[src/rtl/i2c_pkg.sv]
// rtl/i2c_pkg.sv - shared I2C states, bit-level constants and default address
package i2c_pkg;

  typedef enum logic [3:0] {
    ST_IDLE,
    ST_ADDR,
    ST_ADDR_ACK,
    ST_WR_DATA,
    ST_WR_ACK,
    ST_RD_LOAD,
    ST_RD_DATA,
    ST_RD_ACK,
    ST_WAIT_STOP
  } i2c_state_e;

  localparam logic I2C_ACK     = 1'b0;
  localparam logic I2C_NACK    = 1'b1;
  localparam logic I2C_RW_READ = 1'b1;

  localparam logic [6:0] I2C_DEFAULT_ADDR = 7'h3C;

endpackage

[src/rtl/i2c_line_sync.sv]
// rtl/i2c_line_sync.sv - SCL/SDA synchronizer with SCL edge and START/STOP detect
module i2c_line_sync #(
  parameter int SYNC_STAGES = 2
) (
  input  logic clk_i,
  input  logic rst_i,
  input  logic scl_i,
  input  logic sda_i,
  output logic sda_o,
  output logic scl_rise_o,
  output logic scl_fall_o,
  output logic start_o,
  output logic stop_o
);

  logic [SYNC_STAGES-1:0] scl_sync_q;
  logic [SYNC_STAGES-1:0] sda_sync_q;
  logic                   scl_dly_q;
  logic                   sda_dly_q;
  logic                   scl_s;

  // Synchronizer chains plus one delay flop; idle bus level is high so reset to 1
  always_ff @(posedge clk_i or posedge rst_i) begin
    if (rst_i) begin
      scl_sync_q <= '1;
      sda_sync_q <= '1;
      scl_dly_q  <= 1'b1;
      sda_dly_q  <= 1'b1;
    end else begin
      scl_sync_q <= {scl_sync_q[SYNC_STAGES-2:0], scl_i};
      sda_sync_q <= {sda_sync_q[SYNC_STAGES-2:0], sda_i};
      scl_dly_q  <= scl_sync_q[SYNC_STAGES-1];
      sda_dly_q  <= sda_sync_q[SYNC_STAGES-1];
    end
  end

  assign scl_s      = scl_sync_q[SYNC_STAGES-1];
  assign sda_o      = sda_sync_q[SYNC_STAGES-1];
  assign scl_rise_o = scl_s & ~scl_dly_q;
  assign scl_fall_o = ~scl_s & scl_dly_q;
  // SDA may only move while SCL is steadily high for a bus condition
  assign start_o    = scl_s & scl_dly_q & sda_dly_q & ~sda_o;
  assign stop_o     = scl_s & scl_dly_q & ~sda_dly_q & sda_o;

endmodule

[src/rtl/i2c_slave_responder.sv]
// rtl/i2c_slave_responder.sv - I2C target with write return path and one-byte read holding register (optional clock stretch: I2C_SLAVE_STRETCH_EN)
module i2c_slave_responder
  import i2c_pkg::*;
#(
  parameter logic [6:0] SLAVE_ADDR  = I2C_DEFAULT_ADDR,
  parameter int         SYNC_STAGES = 2
) (
  input  logic       pclk,
  input  logic       preset,
  input  logic       scl_i,
  input  logic       sda_i,
  output logic       scl_oe,
  output logic       sda_oe,
  output logic [7:0] data_slave_read,
  output logic       data_slave_read_valid,
  input  logic [7:0] data_slave_write,
  input  logic       data_slave_write_valid,
  output logic       data_slave_write_req,
  output logic       busy,
  output logic       tx_underrun
);

  logic       sda_s;
  logic       scl_rise;
  logic       scl_fall;
  logic       start_det;
  logic       stop_det;

  i2c_state_e state_q;
  logic [2:0] bit_cnt_q;
  logic [7:0] shift_q;
  logic [7:0] shift_d;
  logic [7:0] hold_q;
  logic       hold_full_q;
  logic       sda_oe_q;
  logic       scl_oe_q;
  logic [7:0] rd_data_q;
  logic       rd_valid_q;
  logic       wr_req_q;
  logic       busy_q;
  logic       underrun_q;

  i2c_line_sync #(
    .SYNC_STAGES (SYNC_STAGES)
  ) u_line_sync (
    .clk_i      (pclk),
    .rst_i      (preset),
    .scl_i      (scl_i),
    .sda_i      (sda_i),
    .sda_o      (sda_s),
    .scl_rise_o (scl_rise),
    .scl_fall_o (scl_fall),
    .start_o    (start_det),
    .stop_o     (stop_det)
  );

  // Byte being assembled including the bit sampled on this SCL rise
  assign shift_d = {shift_q[6:0], sda_s};

  // Protocol FSM, holding register and all registered outputs
  always_ff @(posedge pclk or posedge preset) begin
    if (preset) begin
      state_q     <= ST_IDLE;
      bit_cnt_q   <= 3'd0;
      shift_q     <= 8'h00;
      hold_q      <= 8'h00;
      hold_full_q <= 1'b0;
      sda_oe_q    <= 1'b0;
      scl_oe_q    <= 1'b0;
      rd_data_q   <= 8'h00;
      rd_valid_q  <= 1'b0;
      wr_req_q    <= 1'b0;
      busy_q      <= 1'b0;
      underrun_q  <= 1'b0;
    end else begin
      rd_valid_q <= 1'b0;
      wr_req_q   <= 1'b0;
      // Last write wins; a consume in RD_LOAD below only empties if no new load
      if (data_slave_write_valid) begin
        hold_q      <= data_slave_write;
        hold_full_q <= 1'b1;
      end
      if (start_det) begin
        state_q    <= ST_ADDR;
        bit_cnt_q  <= 3'd0;
        sda_oe_q   <= 1'b0;
        scl_oe_q   <= 1'b0;
        underrun_q <= 1'b0;
      end else if (stop_det) begin
        state_q  <= ST_IDLE;
        sda_oe_q <= 1'b0;
        scl_oe_q <= 1'b0;
        busy_q   <= 1'b0;
      end else begin
        case (state_q)
          ST_IDLE, ST_WAIT_STOP: begin
          end
          ST_ADDR, ST_WR_DATA: begin
            if (scl_rise) begin
              shift_q   <= shift_d;
              bit_cnt_q <= bit_cnt_q + 3'd1;
              if (bit_cnt_q == 3'd7) begin
                if (state_q == ST_WR_DATA) begin
                  rd_data_q  <= shift_d;
                  rd_valid_q <= 1'b1;
                  state_q    <= ST_WR_ACK;
                end else if (shift_d[7:1] == SLAVE_ADDR) begin
                  busy_q  <= 1'b1;
                  state_q <= ST_ADDR_ACK;
                end else begin
                  state_q <= ST_WAIT_STOP;
                end
              end
            end
          end
          // First fall (end of bit 8) drives ACK; second fall ends the ACK clock
          ST_ADDR_ACK, ST_WR_ACK: begin
            if (scl_fall) begin
              if (!sda_oe_q) begin
                sda_oe_q <= 1'b1;
              end else begin
                sda_oe_q  <= 1'b0;
                bit_cnt_q <= 3'd0;
                if (state_q == ST_ADDR_ACK && shift_q[0] == I2C_RW_READ) begin
                  state_q <= ST_RD_LOAD;
                end else begin
                  state_q <= ST_WR_DATA;
                end
              end
            end
          end
          ST_RD_LOAD: begin
            if (hold_full_q) begin
              shift_q   <= hold_q;
              sda_oe_q  <= ~hold_q[7];
              wr_req_q  <= 1'b1;
              scl_oe_q  <= 1'b0;
              bit_cnt_q <= 3'd0;
              state_q   <= ST_RD_DATA;
              if (!data_slave_write_valid) begin
                hold_full_q <= 1'b0;
              end
            end else begin
`ifdef I2C_SLAVE_STRETCH_EN
              scl_oe_q <= 1'b1;
`else
              underrun_q <= 1'b1;
              shift_q    <= 8'hFF;
              sda_oe_q   <= 1'b0;
              bit_cnt_q  <= 3'd0;
              state_q    <= ST_RD_DATA;
`endif
            end
          end
          ST_RD_DATA: begin
            if (scl_fall) begin
              bit_cnt_q <= bit_cnt_q + 3'd1;
              if (bit_cnt_q == 3'd7) begin
                sda_oe_q <= 1'b0;
                state_q  <= ST_RD_ACK;
              end else begin
                shift_q  <= {shift_q[6:0], 1'b1};
                sda_oe_q <= ~shift_q[6];
              end
            end
          end
          ST_RD_ACK: begin
            if (scl_rise && sda_s == I2C_NACK) begin
              state_q <= ST_WAIT_STOP;
            end else if (scl_fall) begin
              state_q <= ST_RD_LOAD;
            end
          end
          default: state_q <= ST_IDLE;
        endcase
      end
    end
  end

  assign scl_oe                = scl_oe_q;
  assign sda_oe                = sda_oe_q;
  assign data_slave_read       = rd_data_q;
  assign data_slave_read_valid = rd_valid_q;
  assign data_slave_write_req  = wr_req_q;
  assign busy                  = busy_q;
  assign tx_underrun           = underrun_q;

endmodule

[config.mk]
export PLATFORM = sky130hd
export DESIGN_NAME = i2c_slave_responder
export DESIGN_NICKNAME = d
export VERILOG_FILES = /design/src/rtl/i2c_pkg.sv /design/src/rtl/i2c_line_sync.sv /design/src/rtl/i2c_slave_responder.sv
export SDC_FILE = /design/constraint.sdc
export NUM_CORES = 1
export LEC_CHECK = 0
export CORE_UTILIZATION = 60
export CTS_BUF_LIST = sky130_fd_sc_hd__clkbuf_8
export DETAILED_ROUTE_END_ITERATION = 16
export GPL_TIMING_DRIVEN = 0
export PLACE_DENSITY = 0.86
export REMOVE_ABC_BUFFERS = 1
export SLEW_MARGIN = 20
export SYNTH_ARGS = -nofsm -noshare
export SYNTH_HDL_FRONTEND = slang
export SYNTH_SLANG_ARGS = --single-unit
export TNS_END_PERCENT = 20
[constraint.sdc]
create_clock -name pclk -period 3.9 [get_ports pclk]
set_input_delay 0.39 -clock pclk [delete_from_list [all_inputs] [get_ports pclk]]
set_output_delay 0.39 -clock pclk [all_outputs]
set_load 0.005 [all_outputs]
After elaboration in Yosys (flattened, before gate mapping)

Index checks and enable logic that the tools add are counted.
W data, S select, Z words.

Register bits: 43
Output and inout port bits: 14
Bits of input ports: 13

Reduce and logical (&&, ||, !) cells: 24
Eq/ne operators: 28
Multiplexer cells: 64
$add $sub $neg: 1
Bitwise logic cells: 15

Operators with widths:

| operator             | count |
|---|---|
| $mux W4              | 12 |
| $mux W1              | 37 |
| $mux W7              | 4 |
| $ne A4 B4 Y1 const B | 6 |
| $pmux W4 S6          | 1 |
| $reduce_and A6 Y1    | 4 |
| $mux W3              | 7 |
| $pmux W7 S3          | 1 |
| $eq A4 B3 Y1 const B | 4 |
| $ne A3 B3 Y1 const B | 5 |
| $ne A2 B2 Y1 const B | 6 |
| $pmux W3 S4          | 1 |
| $reduce_bool A2 Y1   | 5 |
| $reduce_bool A5 Y1   | 2 |
| $reduce_bool A3 Y1   | 3 |
| $eq A4 B2 Y1 const B | 2 |
| $not A1 Y1           | 8 |
| $reduce_and A8 Y1    | 1 |
| $and A1 B1 Y1        | 7 |
| $eq A7 B6 Y1 const B | 1 |
| $reduce_and A3 Y1    | 2 |
| $reduce_or A2 Y1     | 3 |
| $ne A5 B5 Y1 const B | 1 |
| $eq A4 B1 Y1 const B | 1 |
| other kinds (7)      | 8 |

Logic depth before layout (Yosys ltp)

Gate-level depths: netlist of the first run.

Depth in word-level cells: 8
Depth in mapped cells: 8

Modules after synthesis

A second synthesis of the first run with hierarchy kept.

Cell total of the unflattened synthesis: 196
Area total of the unflattened synthesis: 2164.6 um2

By module, submodules not included:

| module              | times used | cells an instance | area an instance (um2) |
|---|---|---|---|
| i2c_slave_responder | 1          | 185               | 1970.6 |
| i2c_line_sync       | 1          | 11                | 193.9 |

Least setup slack after synthesis of the first run

Ideal clock, no wire load.

Kind: register -> register
From: register bit_cnt_q[0]
To: register state_q[0]
Path buffers: 0
Arrival: 1.861 ns
Stages on the path, launching flop included: 8
Setup time: 0.126 ns
Period minus slack after synthesis: 1.987 ns
Path slack: 1.913 ns
Path through: dfrtp_1 > ha_1 > ha_1 > nor4bb_1 > o31a_1 > a211o_1 > or2_1 > a311o_1

Word-level cells in the longest chain between the ends: 3

Ends and longest elaborated chain:

| what                            | line                                                   | RTL |
|---|---|---|
| start, declared                 | i2c_slave_responder.sv:30                              | `logic [2:0] bit_cnt_q;` |
| start signal, assigned          | i2c_slave_responder.sv:101                             | `bit_cnt_q <= bit_cnt_q + 3'd1;` |
| start signal, assigned          | i2c_slave_responder.sv:157                             | `bit_cnt_q <= bit_cnt_q + 3'd1;` |
| $eq A3 B3 Y1 (*)                | i2c_slave_responder.sv:102, i2c_slave_responder.sv:158 |  |
| $ne A4 B4 Y1 (no line)          | -                                                      |  |
| $reduce_and A8 Y1 (no line) (*) | -                                                      |  |
| end signal, assigned            | i2c_slave_responder.sv:106                             | `state_q <= ST_WR_ACK;` |
| end signal, assigned            | i2c_slave_responder.sv:109                             | `state_q <= ST_ADDR_ACK;` |
| end signal, assigned            | i2c_slave_responder.sv:160                             | `state_q <= ST_RD_ACK;` |
| end, declared                   | i2c_slave_responder.sv:29                              | `i2c_state_e state_q;` |

Every way passes the cells marked *; elsewhere a longest branch is shown, timed or not.
A chain may end at the register's enable or synchronous reset.

Worst setup path in the final report of the first run

From: register state_q[2]
To: register sda_oe_q, in the netlist sda_oe

Word-level cells in the longest chain between the ends: 5

Ends and longest elaborated chain:

| what                                         | line                       | RTL |
|---|---|---|
| start signal, assigned                       | i2c_slave_responder.sv:63  | `state_q <= ST_IDLE;` |
| start signal, assigned                       | i2c_slave_responder.sv:84  | `state_q <= ST_ADDR;` |
| start signal, assigned                       | i2c_slave_responder.sv:90  | `state_q <= ST_IDLE;` |
| $eq A4 B2 Y1 or $eq A4 B3 Y1 (tied branches) | i2c_slave_responder.sv:95  | `case (state_q)` |
| $reduce_or A2 Y1                             | i2c_slave_responder.sv:95  |  |
| $pmux W1 S3                                  | i2c_slave_responder.sv:95  |  |
| $mux W1                                      | i2c_slave_responder.sv:89  | `end else if (stop_det) begin` |
| $mux W1                                      | i2c_slave_responder.sv:83  | `if (start_det) begin` |
| end signal, assigned                         | i2c_slave_responder.sv:135 | `sda_oe_q <= ~hold_q[7];` |
| end signal, assigned                         | i2c_slave_responder.sv:163 | `sda_oe_q <= ~shift_q[6];` |
| end, declared                                | i2c_slave_responder.sv:35  | `logic sda_oe_q;` |

Parallel ways exist; a longest one is shown, timed or not.

==> results by group, run 1 <==
Drt
  • WL/cell: 16.2 um
  • Final wirelength: between 4000 and 5000 um
  • Met2 WL: ~2100 um
  • ANT nets after route: 0
  • Vias: 1,641
  • Initial drt markers: 106
  • Top sig layer: met4
  • Remaining DRCs: 0
  • Routed wire length on met3: about 220 um
  • Vias per Instance: between 5 and 6
  • 1st-pass router iterations: 5
  • WL met1: 2030 um

Logic synthesis
  • Mapped cell area: between 2000 and 2500 sq um
  • Register area share after synthesis: 49.9%
  • Cells after Synth: ~210
  • Number of synthesized flops with an enable pin: 0
  • Ys async rst share: 100%
  • Most frequently used flop master after synthesis: dfrtp_1
  • Avg Cell Area, Syn: around 10 sq um
  • Synth Register Bits: 42
  • Yosys warns: 0
  • Synth unique cells: 48

Clock tree
  • Clock Latency Late Sink: 0.30 ns
  • Post_cts resized: 0
  • Htree depth: 2
  • Cts bufs inserted: 5
  • Post-CTS Hold Fix Bufs: 0
  • Clock-pin transition on the worst setup and hold timing paths: around 0.08 ns
  • Sink Count: 42
  • CTS root buffer: clkbuf_8
  • CTS tree: built
  • Longest Clk Path Bufs: 2
  • Postcts setup bufs: 0

Worst hold path
  • Hold Path Class: in2async

Power
  • PwrDens: about 640 nW/um^2
  • Maximum resistive drop on vdd: 0.436 mV
  • Leak: 1.08 nW

Timing
  • Slew HR: between 50% and 60%
  • Slew @ Worst Pin: 0.732 ns
  • Worst setup skew after layout: 0.00854 ns
  • Setup TNS: 0 ns
  • RSZ-0062 raised after global routing: no
  • Max Fclk: ~420 MHz
  • Setup ws final: 1.53 ns
  • Slew Limit Fails: 0
  • Minimum clock period: 2.37 ns
  • Final Hold Violating Endpoints: 0
  • Final Cycle Share: about three fifths
  • Final setup viols: 0

Place
  • DP Area: 2370 sq um
  • DP HPWL: ~3100 um
  • Final estimated routing congestion in global placement: between 0.8 and 0.9
  • Post-placement worst setup slack: 1.62 ns
  • Port Buf Inserts: 25

Global route
  • GRT Total Usage: 27.3%
  • Vias in the first global route: 1,495
  • Largest net degree at the start of global routing: 35
  • Initial antenna violation count: 0
  • Total grt overflow: 0
  • Global-route wire length before repair: 7270 um

Job
  • Max-cap violations: 0

Cells and area
  • Layout cells sized above 1: 14.3%
  • Post-layout nets: 244
  • # diodes: 0
  • Area delta synth->final: 16.8%
  • Design area: 2480 sq um

Outcome
  • Status: completed

Worst setup path
  • CP Capture Type: register
  • Worst Setup Path Type: reg2reg
  • Kind of start point of the critical path: register
  • Crit Path Max Fanout: 21
  • Worst endpoint required time: just over 4 ns
  • Arrival @ worst endpoint: roughly 2.5 ns

Die
  • Total I/O pin count: 27
  • DIE AREA: 3780 sq um
  • Cell row count: 21
  • Chip width: 61.5 um
  • Core area: 3360 sq um
  • Die Y: 61.5 um
  • Initial Utilization: 63.1%
-- path summary, 6_finish.rpt --
path / start / endpoint / slack [ns] / cells past startpoint
max: state_q[2] / sda_oe / 1.53 / 5
min: preset / sda_oe / 0.33 / 2
max reg2reg: state_q[2] / sda_oe / 1.53 / 5
min reg2reg: u_line_sync.scl_sync_q[0] / u_line_sync.scl_sync_q[1] / 0.36 / 0
max in group asynchronous: preset / u_line_sync.sda_sync_q[0] / 3.07 / 3
min in group pclk: u_line_sync.scl_sync_q[0] / u_line_sync.scl_sync_q[1] / 0.36 / 0
-- per-layer routing --
layer  global-route usage, %  vias up
met1                    37.5      798
li1                        -      776
met4                    8.57        0
met5                       0        -
met2                    44.1       59
met3                    5.67        8
-- area by class of cell --
class	count	area, sq um
clock buffer	5	68.8
clock inverter	3	37.5
fill	259	885
inverter	17	63.8
multi-input combinational	137	922
sequential	42	1060
tap	46	57.6
timing repair buffer	26	270
-- power breakdown --
part           internal, W  total (W)  leakage, nW  switching, W
Combinational     0.000277   0.000564        0.497      0.000287
Clock             0.000186   0.000334       0.0607      0.000148
Sequential        0.000526   0.000680        0.524      0.000154
-- through the flow --
| stage | hold WS [ns] | power [W] | util [%] | instances |
|---|---|---|---|---|
| final | 0.329 | 0.00158 | 73.7 | 276 |
| after floorplan | 0.345 | 0.00107 | - | 196 |
| after global placement | 0.346 | 0.00120 | 69.9 | 267 |
| after global routing | 0.344 | 0.00167 | 73.7 | 276 |
| after detailed placement | 0.347 | 0.00123 | 70.5 | 268 |
| after CTS | 0.335 | 0.00157 | 73.7 | 276 |
-- registers in the layout (all words and copies together) (netlist names) --
signal,flops
bit_cnt_q,3
busy,1
data_slave_read,8
data_slave_read_valid,1
data_slave_write_req,1
hold_full_q,1
hold_q,8
sda_oe,1
shift_q,7
state_q,4
tx_underrun,1
u_line_sync.scl_dly_q,1
u_line_sync.scl_sync_q,2
u_line_sync.sda_dly_q,1
u_line_sync.sda_sync_q,2
-- cells in the mapped netlist, drive strengths merged (2+ instances only) --
library cell	number	area share (%)
clkbuf	5	0.94
nand3	2	0.47
o22ai	2	0.59
nand2	18	3.2
a21oi	6	1.4
xnor2	2	0.83
buf	8	2.7
dfrtp	36	42
mux2i	6	2.8
o31a	2	0.83
nor3	3	0.71
o221ai	2	0.83
ha	2	1.2
dfstp	6	7.4
nor3b	2	0.71
inv	17	3.0
mux2	15	8.0
nor2b	2	0.59
nand2b	3	0.88
o21ai	13	3.1
a31oi	10	2.9
nor4	6	2.5
nor2	21	4.0
-- critical path: stages, from the launching register on --
cell	delay (ns)
dfrtp_1	0.75
or2b_1	0.38
nor2_2	0.56
o21ai_0	0.28
a31oi_1	0.22
nor2_1	0.06
-- layout by cell type (no fill, tap or decap), types with 2 or more instances in the layout --
cell type        count
dfrtp_1             36
clkdlybuf4s50_1     25
nor2_1              19
inv_1               18
nand2_1             18
mux2_2              15
o21ai_0             13
a31oi_1             10
a21oi_1              6
mux2i_1              6
dfstp_2              6
nor4_1               5
clkbuf_8             5
nand2b_1             3
nor3_1               3
nor2_2               2
o22ai_1              2
nor2b_1              2
xnor2_1              2
o31a_1               2
nor3b_1              2
nand3_1              2
o221ai_1             2
ha_1                 2
-- cells by family (layout without fill, tap and decap cells) --
logic type	Yosys count	after routing	synth area share, %
compound gates	44	44	13.6
fa+ha+maj	2	2	1.18
mux	21	21	10.8
simple gates	67	67	16.9
flops	42	42	49.9
buf+inv	30	51	6.66
other cells	1	1	0.177
xor+xnor	2	2	0.826
Note: power is estimated with default switching activity, not from simulation.
==> run 2, diff against run 1 <==
--- a/config.mk
+++ b/config.mk
@@ -5,11 +5,11 @@
 export SDC_FILE = /design/constraint.sdc
 export NUM_CORES = 1
 export LEC_CHECK = 0
-export CORE_UTILIZATION = 60
+export CORE_UTILIZATION = 51
 export CTS_BUF_LIST = sky130_fd_sc_hd__clkbuf_8
 export DETAILED_ROUTE_END_ITERATION = 16
 export GPL_TIMING_DRIVEN = 0
-export PLACE_DENSITY = 0.86
+export PLACE_DENSITY = 0.77
 export REMOVE_ABC_BUFFERS = 1
 export SLEW_MARGIN = 20
 export SYNTH_ARGS = -nofsm -noshare
==> constraint.sdc (replaced) <==
create_clock -name pclk -period 1.9 [get_ports pclk]
set_input_delay 0.19 -clock pclk [delete_from_list [all_inputs] [get_ports pclk]]
set_output_delay 0.19 -clock pclk [all_outputs]
set_load 0.005 [all_outputs]
==> results by group, run 2 (synthesized netlist as in run 1, its figures left out) <==
Outcome
  • Status: complete, but fails checks
  • Violated checks: negative setup slack

Worst setup path
  • Crit Path Max Fanout: 5
  • FF-to-FF path depth: 7
  • FF-to-FF setup slack: -0.14 ns
  • Worst Setup Path Type: reg2reg
  • RR Startpoint: bit_cnt_q[0]
  • End of the worst register-to-register path: state_q[0]
  • Arrival @ worst endpoint: around 2.2 ns
  • CP Capture Type: register
  • Kind of start point of the critical path: register
  • Worst endpoint required time: 2.09 ns

Global route
  • Total grt overflow: 0
  • GRT Total Usage: 23.5%
  • Global-route wire length before repair: ~7600 um
  • Largest net degree at the start of global routing: 32
  • Initial antenna violation count: 0
  • Vias in the first global route: ~1,600

Die
  • Core area: 4000 sq um
  • Cell row count: 23
  • Chip width: 66.5 um
  • DIE AREA: 4420 sq um
  • Total I/O pin count: 27
  • Initial Utilization: 53.0%
  • Die Y: roughly 67 um

Timing
  • RSZ-0062 raised after global routing: yes
  • Max Fclk: 490 MHz
  • Slew Limit Fails: 0
  • Final setup viols: 10
  • Hold_ws: 0.137 ns
  • Worst setup skew after layout: 0.00691 ns
  • Setup TNS: -0.711 ns
  • Final Cycle Share: 107%
  • Setup ws final: -0.140 ns
  • Slew HR: 65.6%
  • Slew @ Worst Pin: 0.512 ns
  • Final Hold Violating Endpoints: 0
  • Minimum clock period: between 2 and 2.5 ns

Clock tree
  • Sink Count: 42
  • Clock-pin transition on the worst setup and hold timing paths: about 0.090 ns
  • Post-CTS Hold Fix Bufs: 0
  • CTS tree: built
  • Htree depth: 2
  • Cts bufs inserted: 5
  • Clock Latency Late Sink: 0.30 ns
  • CTS root buffer: clkbuf_8
  • Longest Clk Path Bufs: 2

Drt
  • ANT nets after route: 0
  • Vias: 1,667
  • 1st-pass router iterations: 4
  • WL/cell: 15.7 um
  • Vias per Instance: around 5.7
  • Remaining DRCs: 0
  • Final wirelength: 4590 um
  • Initial drt markers: 147

Power
  • Internal power: 0.00237 W
  • Comb power frac: 39.9%
  • Sw Ratio: 36.2%
  • Share of power burned in registers: ~37%
  • Maximum resistive drop on vdd: approximately 0.96 mV
  • Leak: about 1.2 nW
  • Clock Power Share: a little under a quarter
  • PwrDens: roughly 1400 nW/um^2
  • Net switching power figure: approximately 0.0013 W

Cells and area
  • Multi-input logic area: 1000 sq um
  • Fill cells: 324
  • Layout Cells excl Fill: 292
  • Commonest cells after routing, fill and taps aside: dfrtp_1, clkdlybuf4s50_1, nand2_1, nor2_1, inv_1
  • Post-layout nets: 256
  • Reg area: 1060 sq um
  • Final Util: between 60% and 70%
  • # diodes: 0
  • Area delta synth->final: 26.8%
  • Layout cells sized above 1: 26.4%
  • Commonest non-fill, non-tap cell in the layout: dfrtp_1

Job
  • Max-cap violations: 0

Place
  • Post-placement worst setup slack: -0.443 ns
  • DP HPWL: 2870 um
  • Placed Cells: about 270
  • Port Buf Inserts: 25
  • Final estimated routing congestion in global placement: around 0.95

Worst hold path
  • Hold Path Class: in2async
[run 2: changes by cell type in the layout (fill, tap and decap cells not counted), sizes merged]
| cell | change |
|---|---|
| inv | -2 |
| bufinv | +1 |
| clkinv | +1 |
| buf | +12 |
[run 2: final cells by class]
class                   instances  area share, %
flip-flops and latches         42           39.5
multi-input cells             137           37.2
repair buffers                 38           13.4
clock buffers                   5           2.56
clock inverters                 3           2.56
inverters                      17           2.37
well taps                      50           2.32
[run 2: worst max-delay path by stage]
stage | from | to | slack [ns]
2_1_floorplan | bit_cnt_q[0] | state_q[0] | -0.1
3_3_place_gp | state_q[2] | sda_oe | -0.46
3_5_place_dp | state_q[2] | sda_oe | -0.44
4_1_cts | bit_cnt_q[0] | state_q[0] | -0.12
5_1_grt | bit_cnt_q[0] | state_q[3] | -0.24
6_report | bit_cnt_q[0] | state_q[0] | -0.14
[run 2: timing repair]
action,in CTS,in global routing
resized for setup,16,7
endpoints found under the setup margin,26,13
setup buffers,8,4
pin swaps,2,7
[run 2: worst max-delay path: stages, from the launching register on]
cell and delay (ns):
dfrtp_1 0.36, ha_2 0.20, ha_4 0.17, nor4bb_2 0.05
o31a_1 0.30, a211o_1 0.31, or2_4 0.29, a311o_1 0.26
[run 2: per-layer routing]
metal / GRT usage [%] / part of all wire [%] / vias up
met5: 0 / 0 / -
met4: 9.84 / 2.9 / 0
met3: 6.16 / 5.1 / 14
met2: 35.8 / 48 / 58
met1: 31.7 / 44 / 797
li1: - / - / 798
[run 2: through the flow]
step	total power, W	cell area (sq um)
2_1_floorplan	0.00220	2040
3_3_place_gp	0.00247	2360
3_5_place_dp	0.00251	2380
4_1_cts	0.00354	2630
5_1_grt	0.00392	2690
6_report	0.00371	2690
[run 2: power by group through the flow]
stage | sequential, W | combinational [W] | clock, W
floorplan | 0.00131 | 0.000889 | 0
global placement | 0.00139 | 0.00108 | 0
detailed placement | 0.00140 | 0.00110 | 0
CTS | 0.00136 | 0.00132 | 0.000861
global route | 0.00140 | 0.00163 | 0.000893
finish | 0.00137 | 0.00148 | 0.000855
==> run 3, diff against run 2 <==
--- a/config.mk
+++ b/config.mk
@@ -9,7 +9,7 @@
 export CTS_BUF_LIST = sky130_fd_sc_hd__clkbuf_8
 export DETAILED_ROUTE_END_ITERATION = 16
 export GPL_TIMING_DRIVEN = 0
-export PLACE_DENSITY = 0.77
+export PLACE_DENSITY = 0.76
 export REMOVE_ABC_BUFFERS = 1
 export SLEW_MARGIN = 20
 export SYNTH_ARGS = -nofsm -noshare
==> results by group, run 3 (synthesized netlist as in run 1, its figures left out) <==
Drt
  • WL/cell: 16.2 um
  • 1st-pass router iterations: 4
  • Final wirelength: 4750 um
  • Remaining DRCs: 0
  • Vias: 1,696
  • Initial drt markers: 158
  • Vias per Instance: between 5 and 6
  • ANT nets after route: 0

Clock tree
  • Clock Latency Late Sink: 0.30 ns
  • Longest Clk Path Bufs: 2
  • Clock-pin transition on the worst setup and hold timing paths: 0.08 ns
  • CTS root buffer: clkbuf_8
  • Htree depth: 2
  • CTS tree: built
  • Cts bufs inserted: 5
  • Sink Count: 42

Cells and area
  • Commonest non-fill, non-tap cell in the layout: dfrtp_1
  • Area delta synth->final: 27.5%
  • Fill cells: 319
  • Layout cells sized above 1: 28.3%
  • Layout Cells excl Fill: 294
  • Commonest cells after routing, fill and taps aside: dfrtp_1, clkdlybuf4s50_1, nand2_1, inv_1, nor2_1
  • # diodes: 0
  • Design area: 2710 sq um
  • Final Util: 67.6%
  • Post-layout nets: 258

Global route
  • Largest net degree at the start of global routing: 26
  • Vias in the first global route: 1,607
  • Total grt overflow: 0
  • Initial antenna violation count: 0
  • Global-route wire length before repair: 7780 um
  • GRT Total Usage: 23.8%

Place
  • Placed Cells: 272
  • DP HPWL: 2810 um
  • Final estimated routing congestion in global placement: 0.879
  • DP Area: approximately 2400 sq um
  • Port Buf Inserts: 25

Timing
  • Max Fclk: around 500 MHz
  • RSZ-0062 raised after global routing: yes
  • Setup ws final: -0.113 ns
  • Final Hold Violating Endpoints: 0
  • Slew Limit Fails: 0
  • Setup TNS: -0.456 ns
  • Final Cycle Share: 106%
  • Worst setup skew after layout: 0.00745 ns
  • Final setup viols: 11
  • Minimum clock period: 2.01 ns

Outcome
  • Status: complete, but fails checks
  • Violated checks: negative setup slack

Power
  • Leak: ~1.2 nW
  • PwrDens: 1300 nW/um^2
  • Total Power: about 0.0035 W
  • Maximum resistive drop on vdd: between 0.7 and 0.8 mV

Worst setup path
  • CP Capture Type: register
  • Kind of start point of the critical path: register
  • Arrival @ worst endpoint: ~2.2 ns
  • Crit Path Max Fanout: 4
  • Worst endpoint required time: 2.09 ns
  • Worst Setup Path Type: reg2reg

Die
  • Initial Utilization: between 50% and 60%
  • Cell row count: 23
  • Core area: 4000 sq um
  • Die Y: 66.5 um
  • DIE AREA: 4420 sq um
  • Total I/O pin count: 27
  • Chip width: ~67 um

Job
  • Max-cap violations: 0

Worst hold path
  • Hold Path Class: in2async
-- run 3: path summary, 6_finish.rpt --
| check | cells after the start | endpoint | slack [ns] | startpoint |
|---|---|---|---|---|
| max reg2reg | 7 | state_q[0] | -0.11 | bit_cnt_q[0] |
| max in group asynchronous | 3 | u_line_sync.sda_dly_q | 1.20 | preset |
| min | 2 | hold_q[7] | 0.18 | preset |
| min reg2reg | 0 | u_line_sync.sda_sync_q[1] | 0.36 | u_line_sync.sda_sync_q[0] |
| min in group pclk | 1 | u_line_sync.scl_sync_q[0] | 0.29 | scl_i |
| max | 7 | state_q[0] | -0.11 | bit_cnt_q[0] |
-- run 3: power by group --
| part | switching, W | total (W) | internal (W) |
|---|---|---|---|
| logic | 0.000766 | 0.00158 | 0.000812 |
| clock network | 0.000310 | 0.000563 | 0.000254 |
| registers | 0.000282 | 0.00138 | 0.00109 |
-- run 3: per-stage QoR --
step	hold slack [ns]	setup slack, ns
final	0.175	-0.113
after global routing	0.232	-0.180
after CTS	0.184	-0.108
after detailed placement	0.347	-0.454
after global placement	0.346	-0.447
after floorplan	0.194	-0.0974
-- run 3: per-layer routing --
layer,track usage (%),share of wire (%)
met4,6.91,2.1
met1,33.1,44
met5,0,0
met3,4.79,5.8
met2,37.8,48
-- run 3: layout make-up --
type	count	area (sq um)	area share [%]
multi-input combinational	137	1050	38.7
sequential	42	1070	39.4
clock buffer	5	68.8	2.54
tap	50	62.6	2.31
timing repair buffer	40	379	14.0
inverter	17	63.8	2.36
clock inverter	3	17.5	0.648
-- run 3: timing repair --
item,in CTS,in global routing
endpoints found under the setup margin,26,19
buffers inserted,9,6
gates resized for setup,21,14
hold buffers,0,0
pin swaps,6,9
-- run 3: critical path, cell delays in order (launching register included) --
cell	delay, ns
dfrtp_1	0.36
ha_2	0.19
ha_4	0.16
nor4bb_2	0.05
o31a_1	0.25
a211o_1	0.34
or2_4	0.30
a311o_1	0.26
